## src/rtl/regfile_sequencer.sv

```systemverilog
// ============================================================================
// Module      : regfile_sequencer
// Description : Initiator-side controller driving an 8x16 register file with
//               WRITE/READ/MOVE/SWAP commands over valid/ready handshakes.
// Revision    : 1.0 - initial release
// ============================================================================
`default_nettype none

module regfile_sequencer #(
    parameter int W  = 16,
    parameter int AW = 3
) (
    input  logic          clk,
    input  logic          reset_n,
    input  logic          cmd_valid,
    output logic          cmd_ready,
    input  logic [1:0]    cmd_op,
    input  logic [AW-1:0] cmd_rd,
    input  logic [AW-1:0] cmd_rs,
    input  logic [W-1:0]  cmd_imm,
    output logic          rsp_valid,
    input  logic          rsp_ready,
    output logic [W-1:0]  rsp_data,
    output logic          busy,
    output logic [W-1:0]  rf_data_in,
    output logic [AW-1:0] rf_writenum,
    output logic          rf_write,
    output logic [AW-1:0] rf_readnum,
    input  logic [W-1:0]  rf_data_out
);

    localparam logic [1:0] c_OP_WRITE = 2'b00;
    localparam logic [1:0] c_OP_READ  = 2'b01;
    localparam logic [1:0] c_OP_MOVE  = 2'b10;
    localparam logic [1:0] c_OP_SWAP  = 2'b11;

    typedef enum logic [3:0] {
        S_IDLE  = 4'd0,
        S_WR    = 4'd1,
        S_RD    = 4'd2,
        S_MV_R  = 4'd3,
        S_MV_W  = 4'd4,
        S_SW_RA = 4'd5,
        S_SW_RB = 4'd6,
        S_SW_WD = 4'd7,
        S_SW_WS = 4'd8,
        S_RESP  = 4'd9
    } state_t;

    state_t        r_state;
    state_t        w_state_nxt;
    logic [AW-1:0] r_rd;
    logic [AW-1:0] r_rs;
    logic [W-1:0]  r_imm;
    logic [W-1:0]  r_a;
    logic [W-1:0]  r_b;
    logic [W-1:0]  r_rsp_data;

    logic          w_accept;
    logic          w_write;
    logic [AW-1:0] w_writenum;
    logic [W-1:0]  w_data_in;
    logic [AW-1:0] w_readnum;

    assign cmd_ready = (r_state == S_IDLE) & reset_n;
    assign w_accept  = cmd_valid & cmd_ready;
    assign rsp_valid = (r_state == S_RESP);
    assign rsp_data  = r_rsp_data;
    assign busy      = (r_state != S_IDLE);

    // Gating by reset_n keeps an aborted command from committing a write on the reset edge.
    assign rf_write    = w_write & reset_n;
    assign rf_writenum = w_writenum;
    assign rf_data_in  = w_data_in;
    assign rf_readnum  = w_readnum;

    always_ff @(posedge clk) begin
        if (!reset_n) begin
            r_state    <= S_IDLE;
            r_rd       <= '0;
            r_rs       <= '0;
            r_imm      <= '0;
            r_a        <= '0;
            r_b        <= '0;
            r_rsp_data <= '0;
        end else begin
            r_state <= w_state_nxt;
            if (w_accept) begin
                r_rd  <= cmd_rd;
                r_rs  <= cmd_rs;
                r_imm <= cmd_imm;
            end
            case (r_state)
                S_WR:    r_rsp_data <= r_imm;
                S_RD:    r_rsp_data <= rf_data_out;
                S_MV_R:  r_a        <= rf_data_out;
                S_MV_W:  r_rsp_data <= r_a;
                S_SW_RA: r_a        <= rf_data_out;
                S_SW_RB: r_b        <= rf_data_out;
                S_SW_WS: r_rsp_data <= r_b;
                default: ;
            endcase
        end
    end

    always_comb begin
        w_state_nxt = r_state;
        w_write     = 1'b0;
        w_writenum  = '0;
        w_data_in   = '0;
        w_readnum   = '0;
        case (r_state)
            S_IDLE: begin
                if (w_accept) begin
                    case (cmd_op)
                        c_OP_WRITE: w_state_nxt = S_WR;
                        c_OP_READ:  w_state_nxt = S_RD;
                        c_OP_MOVE:  w_state_nxt = S_MV_R;
                        c_OP_SWAP:  w_state_nxt = S_SW_RA;
                        default:    w_state_nxt = S_IDLE;
                    endcase
                end
            end
            S_WR: begin
                w_write     = 1'b1;
                w_writenum  = r_rd;
                w_data_in   = r_imm;
                w_state_nxt = S_RESP;
            end
            S_RD: begin
                w_readnum   = r_rs;
                w_state_nxt = S_RESP;
            end
            S_MV_R: begin
                w_readnum   = r_rs;
                w_state_nxt = S_MV_W;
            end
            S_MV_W: begin
                w_write     = 1'b1;
                w_writenum  = r_rd;
                w_data_in   = r_a;
                w_state_nxt = S_RESP;
            end
            S_SW_RA: begin
                w_readnum   = r_rs;
                w_state_nxt = S_SW_RB;
            end
            S_SW_RB: begin
                w_readnum   = r_rd;
                w_state_nxt = S_SW_WD;
            end
            S_SW_WD: begin
                w_write     = 1'b1;
                w_writenum  = r_rd;
                w_data_in   = r_a;
                w_state_nxt = S_SW_WS;
            end
            S_SW_WS: begin
                w_write     = 1'b1;
                w_writenum  = r_rs;
                w_data_in   = r_b;
                w_state_nxt = S_RESP;
            end
            S_RESP: begin
                if (rsp_ready) begin
                    w_state_nxt = S_IDLE;
                end
            end
            default: w_state_nxt = S_IDLE;
        endcase
    end

endmodule

`default_nettype wire

```

## config.mk

```make
export PLATFORM = sky130hd
export DESIGN_NAME = regfile_sequencer
export DESIGN_NICKNAME = d
export VERILOG_FILES = /design/src/rtl/regfile_sequencer.sv
export SDC_FILE = /design/constraint.sdc
export NUM_CORES = 1
export LEC_CHECK = 0
export BUFFER_PORTS_ARGS = -buffer_cell sky130_fd_sc_hd__buf_2
export CAP_MARGIN = 5
export CORE_ASPECT_RATIO = 1.4
export CORE_UTILIZATION = 25
export CTS_CLUSTER_SIZE = 24
export DETAILED_ROUTE_END_ITERATION = 8
export SLEW_MARGIN = 5
export SYNTH_ARGS = -nofsm -noshare
export SYNTH_HDL_FRONTEND = slang
export SYNTH_SLANG_ARGS = --single-unit
```

## constraint.sdc

```tcl
create_clock -name clk -period 1.7 [get_ports clk]
set_clock_uncertainty 0.15 [all_clocks]
set_input_delay 0.085 -clock clk [delete_from_list [all_inputs] [get_ports clk]]
set_output_delay 0.085 -clock clk [all_outputs]
set_load 0.01 [all_outputs]
```

# Yosys cells after proc, flatten, opt, wreduce, memory -nomap -nowiden
# Cells that the tools add are included.
# W data, S select, Z words.
# word_totals
register_bits,74
latchBits,0
mem_bits_rw,0
rom_bits,0
inputBits,44
out_inout_bits,42
mem_count,0
# op_classes
add_sub_neg,0
n_mul,0
n_div,0
n_lt_le_gt_ge,0
n_eq_ne,14
shift,0
mux,9
n_bitwise,3
n_reduce_logical,11
# ops
cell,count
$pmux W16 S4,1
$pmux W16 S3,1
$pmux W4 S7,1
$eq A4 B3 Y1 const B,4
$pmux W4 S4,1
$pmux W3 S2,2
$eq A4 B2 Y1 const B,2
$eq A4 B4 Y1 const B,2
$mux W4,2
$reduce_bool A4 Y1,2
$reduce_or A4 Y1,2
$reduce_or A3 Y1,2
$eq A2 B2 Y1 const B,2
$eq A4 B1 Y1 const B,1
$logic_not A4 Y1,1
$reduce_or A2 Y1,2
$and A1 B1 Y1,3
$eq A2 B1 Y1 const B,1
$logic_not A2 Y1,1
$ne A2 B1 Y1 const B,1
$ne A2 B2 Y1 const B,1
$reduce_and A2 Y1,1
$mux W1,1

# Logic depth before layout (Yosys ltp)
# Gate-level depths: netlist (run 1).
# depth
word_depth,5
ltp_mapped,8
mapped_depth_nobuf,5

# Least setup slack after synthesis (run 1)
# OpenSTA, ideal clock, no wires.
# synth_path
kind,reg2reg
from,reg r_state[2]
to,"reg r_rsp_data[0], in the netlist rsp_data[0]"
setup_time_ns,0.115
arrival_time_ns,1.473
slack_ns,-0.038
path_stages_with_launch,7
synth_period_minus_slack_ns,1.738
cell_sequence,dfxtp_1 buf_6 or4b_1 buf_2 o221ai_1 a21oi_1 o21a_1
# synth_via
elab_chain_len,2
word_cells_on_any_way,6
cone_classes,eq/ne: 4; mux: 1; reduce/logical: 1
# synth_lines
element,line,source
start: declaration,50,state_t r_state;
start signal: assignment,87,r_state <= w_state_nxt;
"$eq A4 B4 Y1, or another cell as far along",93,case (r_state)
$pmux W16 S4 / $reduce_bool A4 Y1 (equally long branches),n/a,
end signal: assignment,94,S_WR: r_rsp_data <= r_imm;
end signal: assignment,95,S_RD: r_rsp_data <= rf_data_out;
end signal: assignment,97,S_MV_W: r_rsp_data <= r_a;
end: declaration,57,logic [W-1:0] r_rsp_data;
# Several ways; a longest one is shown, not always the timed one.
# A chain may end at the register's enable or synchronous reset.

# Worst setup path after layout (run 1)
# layout_path
from,reg r_state[2]
to,out rf_readnum[2]
# layout_via
elab_chain_len,3
word_cells_on_any_way,6
cone_classes,eq/ne: 4; mux: 1; reduce/logical: 1
# layout_lines
element,line,source
$eq A4 B3 Y1 / $eq A4 B2 Y1 (equally long branches),112,case (r_state)
$reduce_or A3 Y1 (no source line),n/a,
$pmux W3 S2 (*),112,
end: declaration,28,"output logic [AW-1:0] rf_readnum,"
# Mark *: on every way between the ends. The rest lies on a longest branch, timed or not.

==> out/metrics.yaml, run 1 <==
cells_and_area:
  seq_area_sq_um: 1496
  synthToLayoutAreaGrowth_pct: 58.99
  multi_input_area_sq_um: 2347
  layout_commonest_cell: "nand2_1"
  layout_common_cells: "nand2_1, buf_2, dfxtp_1"
  insertedDiodeCount: 0
  drive_above_1_share_pct: 35.57
  fillers: 1487
  final_util_pct: 40.93
  fin_nets: 696
logic_synthesis:
  synth_area_sq_um: 3875
  syn-num-nets: 519
  synthCells: 473
  ys_types: 45
  yosys-top-cells-area: "dfxtp_1, nand2_1, mux2i_1, nor2b_1, a22o_1"
  ys_seq_area_share_pct: 38.23
  synth_top_flop_cell: "dfxtp_1"
  ys_seq_elements: 74
  synth.top_cell.area_share_pct: 38.23
  yosysTopAreaCell: "dfxtp_1"
  avgSynthCellArea_sq_um: 8.192
  synth_enable_flop_cells: 0
  synth_async_sr_flop_share_pct: 0
  ys_warn_count: 0
sta:
  slew_viol_final: 0
  setup_violations: 61
  max-slew-margin-rel_pct: 72.33
  worst_pin_slew_ns: 0.4151
  min_period_ns: 2.042
  max_freq_ghz: 0.4897
  rsz0062_at_grt: "true"
  fin_crit_sh_pct: 120.1
  hold_violations: 0
  hold_ws_ns: 0.05438
  postLayoutSetupSlackWorst_ns: -0.3420
global_routing:
  grt_pass1_vias: 4138
  grt_overflow: 0
  antenna_found_initial: 0
  grt_pass1_wl_microns: 20710
  grt_max_degree: 45
  grt_usage_pct: 16.57
worst_setup_path:
  worstSetupStartpointType: "register"
  crit_fanout: 7
  arrival_ns: 1.81
  end_kind: "output port"
  worst_ep_required_time_ns: 1.46
  critPathKind: "register to output port"
power:
  cellLeakagePower_nw: 2.613
  vdd_ir_drop_max_mv: 0.5062
  p_per_area_nw_per_um2: 1450
detailed_routing:
  wl_per_cell_microns: 17.30
  route.vias.total: 4322
  routed_wl_microns: 14650
  drtIter0Drc: 353
  drc: 0
  drtAntennaViolNets: 0
  drt-pass1-iter-count: 5
  vias_per_cell: 5.103
place:
  place_hpwl_microns: 9151
  placement.io_buffers: 85
  place_ws_ns: -0.2208
  place_congestion: 0.8784
clock_network:
  cts_made_buffers: 9
  cts.path.max_buffers: 2
  cts_tree: "yes"
  cts_root_buf: "clkbuf_16"
  insertion_delay_ns: 0.33
  clock_sinks: 74
  cts_max_level: 3
  path_clk_slew_ns: 0.06
die:
  dieHeight_microns: 149.3
  die_width_microns: 107.2
  die_area_sq_um: 16010
  core_sq_um: 15050
  io_pins: 86
  start_util_pct: 25.74
  num_rows: 53
run:
  drv_cap: 0
run_status:
  violations: "setup timing"
  status: "finished, violations left"
worst_hold_path:
  holdCritPathClass: "input pin to register"
[metal layers]
layer	wire length [microns]	GRT usage, %	share of wire, %	vias up
met4	706	7.055	4.8	0
met3	851	2.272	5.8	46
li1	-	-	-	2047
met2	7329	29.55	50	175
met5	0	0	0	-
met1	5761	19.65	39	2054
[kinds of logic (layout without fill, tap and decap cells)]
group,Yosys count,in the layout,synth area share (%)
simple gates,176,177,21.54
compound gates,146,146,27.90
flops,74,74,38.23
buf+inv,56,237,6.878
mux,16,16,4.133
xor+xnor,3,3,0.6782
fa+ha+maj,2,2,0.6457
[critical path, stage by stage (launching register included)]
cell and delay [ns]:
dfxtp_4 0.39, and2b_2 0.23, o21a_1 0.23, or2_4 0.27, a22o_1 0.22, buf_2 0.14
[metrics by stage]
step           setup TNS, ns  power, W  std cells  area [sq um]
6_report              -10.38  0.008931        847          6161
5_1_grt               -14.41  0.009382        847          6161
4_1_cts               -6.729  0.008115        820          5695
3_5_place_dp          -8.110  0.005758        752          4768
3_3_place_gp          -5.630  0.005673        752          4768
2_1_floorplan        -0.1057  0.004461        473          3921
[synthesized netlist by cell type, drive strengths merged (4+ instances only)]
| master | count |
|---|---|
| o21ai | 28 |
| o221ai | 5 |
| mux2i | 16 |
| nor2b | 23 |
| a22oi | 14 |
| nand2 | 111 |
| inv | 12 |
| o2bb2ai | 5 |
| o21a | 8 |
| a21boi | 16 |
| buf | 30 |
| o2111ai | 9 |
| nand2b | 4 |
| clkbuf | 14 |
| nor3 | 6 |
| a221o | 9 |
| a22o | 15 |
| nor2 | 7 |
| a222oi | 9 |
| and3 | 13 |
| a21oi | 17 |
| dfxtp | 74 |
[timing repair]
action,CTS,global route
pin swaps,26,17
hold buffers,41,0
resized for setup,43,50
hold endpoints to repair,62,0
setup buffers,11,21
setup endpoints to repair,85,74
gates cloned,0,9
[registers in the layout, indices dropped and copies added, names as in the netlist]
register  flops
r_b          16
r_rs          3
r_state       4
r_imm        16
r_a          16
rsp_data     16
r_rd          3
[power breakdown]
group / total [W] / internal, W / switching, W
Sequential: 0.00253 / 0.00212 / 0.000410
Combinational: 0.00448 / 0.00232 / 0.00216
Clock: 0.00193 / 0.00118 / 0.000753
[cell type report]
type	count	share of cell area [%]
Tap cell	192	3.899
Clock buffer	10	3.879
Inverter	12	0.7311
Sequential cell	74	24.29
Multi-Input combinational cell	344	38.10
Timing Repair Buffer	209	28.07
Clock inverter	6	1.036
[worst paths after layout]
check	slack [ns]	end	cells past startpoint	startpoint
worst max register to register	-0.19	rsp_data[6]	7	r_state[3]
worst max-delay path	-0.34	rf_readnum[2]	5	r_state[2]
worst min-delay path	0.05	r_state[1]	4	cmd_op[0]
worst min register to register	0.33	r_imm[12]	2	r_imm[12]
(Power assumes the default switching activity.)
==> run 2, diff against run 1 <==
--- a/config.mk
+++ b/config.mk
@@ -6,11 +6,12 @@
 export NUM_CORES = 1
 export LEC_CHECK = 0
 export BUFFER_PORTS_ARGS = -buffer_cell sky130_fd_sc_hd__buf_2
-export CAP_MARGIN = 5
+export CAP_MARGIN = 20
 export CORE_ASPECT_RATIO = 1.4
 export CORE_UTILIZATION = 25
 export CTS_CLUSTER_SIZE = 24
 export DETAILED_ROUTE_END_ITERATION = 8
+export SKIP_LAST_GASP = 1
 export SLEW_MARGIN = 5
 export SYNTH_ARGS = -nofsm -noshare
 export SYNTH_HDL_FRONTEND = slang
==> out/metrics.yaml, run 2 (same netlist as run 1, synthesis figures left out) <==
cells_and_area:
  multi_input_area_sq_um: 2337
  synthToLayoutAreaGrowth_pct: 58.19
  fin_nets: 695
  insertedDiodeCount: 0
  layout_commonest_cell: "nand2_1"
  fin_area_sq_um: 6130
  fillers: 1492
  seq_area_sq_um: 1496
  layout_common_cells: "nand2_1, buf_2, dfxtp_1"
  drive_above_1_share_pct: 35.17
sta:
  hold_violations: 0
  worst_pin_slew_ns: 0.4260
  postLayoutSetupSlackWorst_ns: -0.3450
  max_freq_ghz: 0.4890
  rsz0062_at_grt: "true"
  min_period_ns: 2.045
  fin_crit_sh_pct: 120.3
  setup_violations: 61
  max-slew-margin-rel_pct: 71.60
  slew_viol_final: 0
clock_network:
  insertion_delay_ns: 0.33
  clock_sinks: 74
  cts_made_buffers: 9
  cts.path.max_buffers: 2
  cts_tree: "yes"
  cts_root_buf: "clkbuf_16"
  cts_max_level: 3
  path_clk_slew_ns: 0.06
die:
  num_rows: 53
  dieHeight_microns: 149.3
  start_util_pct: 25.74
  core_sq_um: 15050
  die_width_microns: 107.2
  die_area_sq_um: 16010
  io_pins: 86
global_routing:
  grt_pass1_wl_microns: 20620
  antenna_found_initial: 0
  grt_pass1_vias: 4130
  grt_usage_pct: 16.52
  grt_max_degree: 45
  grt_overflow: 0
worst_setup_path:
  worstSetupStartpointType: "register"
  critPathKind: "register to output port"
  rr_worst_depth: 8
  critPathSlowestCell: "dfxtp_4"
  crit_fanout: 7
  crit_end: "rf_readnum[2]"
  critPathMaxStageDelay_ns: 0.38
  path_cells: "and2b_2 > o21a_1 > or2_4 > a22o_1 > buf_2"
  worst_ep_required_time_ns: 1.46
  arrival_ns: 1.81
  r2r_slack_ns: -0.17
  worstReg2RegEnd: "rsp_data[13]"
  end_kind: "output port"
  reg2reg_from: "r_state[0]"
  crit_path_start: "r_state[2]"
worst_hold_path:
  holdCritPathClass: "input pin to register"
detailed_routing:
  routed_wl_microns: 14660
  route.vias.total: 4319
  wl_met2_microns: 7381
  drtAntennaViolNets: 0
  wl_per_cell_microns: 17.33
  drtIter0Drc: 409
  drc: 0
  m1WireLength_microns: 5793
  dr.max_layer_used: "met4"
  wl_met3_microns: 849
  vias_per_cell: 5.105
  drt-pass1-iter-count: 6
power:
  vdd_ir_drop_max_mv: 0.5265
  cellLeakagePower_nw: 2.605
  p_per_area_nw_per_um2: 1449
  total_power_w: 0.008882
place:
  place_congestion: 0.8784
  place_hpwl_microns: 9151
  place_ws_ns: -0.2208
  placement.io_buffers: 85
  placed_area_sq_um: 4768
run_status:
  violations: "setup timing"
  status: "finished, violations left"
run:
  drv_cap: 0
## run 2: cell count changes in the layout (fill, tap and decap cells not counted), sizes merged
cell and change:
buf -1
## run 2: worst min-delay path by stage
stage	start	to	slack, ns	cells past startpoint
floorplan	cmd_imm[2]	r_imm[2]	0.04	2
global placement	cmd_imm[2]	r_imm[2]	0.13	3
detailed placement	cmd_imm[4]	r_imm[4]	0.14	3
CTS	cmd_op[0]	r_state[1]	0.02	4
global route	cmd_op[0]	r_state[1]	0.09	4
finish	cmd_op[0]	r_state[1]	0.05	4
## run 2: repair_timing
action	4_1_cts	5_1_grt
hold buffers	41	0
hold endpoints to repair	62	0
gates resized for setup	39	46
setup endpoints to repair	85	73
pin swaps	20	20
gates cloned	0	8
setup buffers	11	20
## run 2: per-stage QoR
stage | utilization, % | instances | hold WS (ns) | TNS, ns
global placement | 31.68 | 752 | 0.1346 | -5.630
finish | 40.72 | 846 | 0.05055 | -10.10
global route | 40.72 | 846 | 0.08609 | -13.83
CTS | 37.77 | 820 | 0.02343 | -6.920
detailed placement | 31.68 | 752 | 0.1374 | -8.110
floorplan | - | 473 | 0.04362 | -0.1057
## run 2: critical path, delay by kind of cell (launching register included)
kind                   cells  cell delay, ns
AOI/OAI and AO/OA          2            0.45
and+or+nand+nor            2            0.50
buffers and inverters      1            0.14
DFF                        1            0.38
## run 2: layout make-up
cell class	instances	area share (%)
multi-input combinational	344	38.13
timing repair buffer	208	27.86
sequential	74	24.41
tap	192	3.919
clock buffer	10	3.899
clock inverter	6	1.041
inverter	12	0.7348
## run 2: per-layer routing
metal,up-vias,track usage [%]
met1,2053,19.46
met5,-,0
met4,0,7.055
met3,43,2.272
met2,175,29.61
li1,2048,-
## run 2: power breakdown
group | switching (W) | total (W) | leakage [nW] | internal, W
Combinational | 0.00213 | 0.00442 | 1.85 | 0.00229
Clock | 0.000760 | 0.00194 | 0.145 | 0.00118
Sequential | 0.000415 | 0.00253 | 0.605 | 0.00212
==> run 3, diff against run 2 <==
--- a/config.mk
+++ b/config.mk
@@ -11,6 +11,7 @@
 export CORE_UTILIZATION = 25
 export CTS_CLUSTER_SIZE = 24
 export DETAILED_ROUTE_END_ITERATION = 8
+export RECOVER_POWER = 50
 export SKIP_LAST_GASP = 1
 export SLEW_MARGIN = 5
 export SYNTH_ARGS = -nofsm -noshare
==> out/metrics.yaml, run 3 (same netlist as run 1, synthesis figures left out) <==
clock_network:
  insertion_delay_ns: 0.33
  clock_sinks: 74
  cts_made_buffers: 9
  cts_max_level: 3
  cts_tree: "yes"
  cts_root_buf: "clkbuf_16"
  cts.path.max_buffers: 2
  path_clk_slew_ns: 0.06
detailed_routing:
  wl_per_cell_microns: 17.34
  drc: 0
  drtIter0Drc: 428
  drt-pass1-iter-count: 6
  drtAntennaViolNets: 0
  route.vias.total: 4328
  routed_wl_microns: 14670
  vias_per_cell: 5.116
cells_and_area:
  synthToLayoutAreaGrowth_pct: 57.57
  layout_commonest_cell: "nand2_1"
  stdcell_count: 846
  insertedDiodeCount: 0
  layout_common_cells: "nand2_1, dfxtp_1, buf_2"
  drive_above_1_share_pct: 32.57
  fin_nets: 695
place:
  place_hpwl_microns: 9151
  dp.cells: 752
  placement.io_buffers: 85
  place_congestion: 0.8784
sta:
  hold_violations: 0
  max_freq_ghz: 0.4892
  setup_violations: 61
  hold_ws_ns: 0.05227
  worst_pin_slew_ns: 0.3957
  fin_crit_sh_pct: 120.3
  rsz0062_at_grt: "true"
  min_period_ns: 2.044
  max-slew-margin-rel_pct: 73.62
  postLayoutSetupSlackWorst_ns: -0.3443
  slew_viol_final: 0
run:
  drv_cap: 0
global_routing:
  antenna_found_initial: 0
  grt_max_degree: 45
  grt_pass1_vias: 4130
  grt_pass1_wl_microns: 20620
  grt_usage_pct: 16.52
  grt_overflow: 0
worst_hold_path:
  min_path_cells: 4
  hp-start: "cmd_op[0]"
  holdCritPathClass: "input pin to register"
  holdPathEnd: "r_state[1]"
worst_setup_path:
  crit_fanout: 7
  rr_worst_depth: 8
  reg2reg_from: "r_state[0]"
  critPathKind: "register to output port"
  r2r_slack_ns: -0.17
  end_kind: "output port"
  arrival_ns: 1.81
  worst_ep_required_time_ns: 1.46
  worstReg2RegEnd: "rsp_data[13]"
  worstSetupStartpointType: "register"
die:
  core_sq_um: 15050
  start_util_pct: 25.74
  die_area_sq_um: 16010
  num_rows: 53
  io_pins: 86
  dieHeight_microns: 149.3
  die_width_microns: 107.2
run_status:
  violations: "setup timing"
  status: "finished, violations left"
power:
  total_power_w: 0.008845
  cellLeakagePower_nw: 2.534
  vdd_ir_drop_max_mv: 0.5263
  p_per_area_nw_per_um2: 1449
-- run 3: changes by cell type in the layout (fill, tap and decap cells not counted), sizes merged --
cell    previous run  this run
clkbuf            14        32
buf              163       145
-- run 3: report_power, final --
part	total (W)	internal, W	switching (W)	leakage [nW]
clock	0.00194	0.00118	0.000760	0.145
combinational	0.00437	0.00224	0.00213	1.78
sequential	0.00253	0.00212	0.000418	0.605
total	0.00884	0.00553	0.00331	2.53
-- run 3: layout make-up --
| class | instances | area [sq um] |
|---|---|---|
| multi-input cells | 344 | 2337 |
| flip-flops and latches | 74 | 1496 |
| well taps | 192 | 240.2 |
| clock inverters | 6 | 63.81 |
| clock buffers | 10 | 239.0 |
| inverters | 12 | 45.04 |
| repair buffers | 208 | 1684 |
| fillers | 1496 | 8947 |
-- run 3: worst max path at each step --
stage / startpoint / end / slack (ns) / cells past startpoint
after floorplan: r_state[3] / rsp_data[0] / -0.02 / 6
after global placement: r_state[1] / rf_data_in[14] / -0.19 / 7
after detailed placement: r_state[1] / rf_data_in[8] / -0.22 / 7
after CTS: r_state[1] / rf_data_in[8] / -0.29 / 7
final: r_state[2] / rf_readnum[2] / -0.34 / 5
after global routing: r_state[1] / rf_data_in[14] / -0.40 / 7
-- run 3: routing by layer --
layer	share of wire, %	up-vias	global-route usage [%]	routed length (microns)
met5	0	-	0	0
met4	4.5	0	7.055	663
met3	6.3	44	2.272	927
met2	50	171	29.61	7277
met1	40	2063	19.46	5805
li1	-	2050	-	-
-- run 3: critical path, cell delays in order, from the launching register on --
cell and delay (ns):
dfxtp_4 0.39, and2b_2 0.23, o21a_1 0.23, or2_4 0.27
a22o_1 0.22, buf_2 0.14
-- run 3: timing repair --
item,in CTS,in global routing
resized for setup,39,46
pin swaps,20,20
setup buffers,11,20
hold buffers,41,0
hold endpoints to repair,62,0
gates cloned,0,8
endpoints found under the setup margin,85,73
-- run 3: per-stage QoR --
| stage | util (%) | worst slack [ns] | TNS, ns | cell area, sq um |
|---|---|---|---|---|
| final | 40.56 | -0.3443 | -10.09 | 6106 |
| after detailed placement | 31.68 | -0.2208 | -8.110 | 4768 |
| after global placement | 31.68 | -0.1917 | -5.630 | 4768 |
| after floorplan | - | -0.02341 | -0.1057 | 3921 |
| after global routing | 40.56 | -0.4006 | -14.14 | 6106 |
| after CTS | 37.77 | -0.2873 | -6.920 | 5685 |
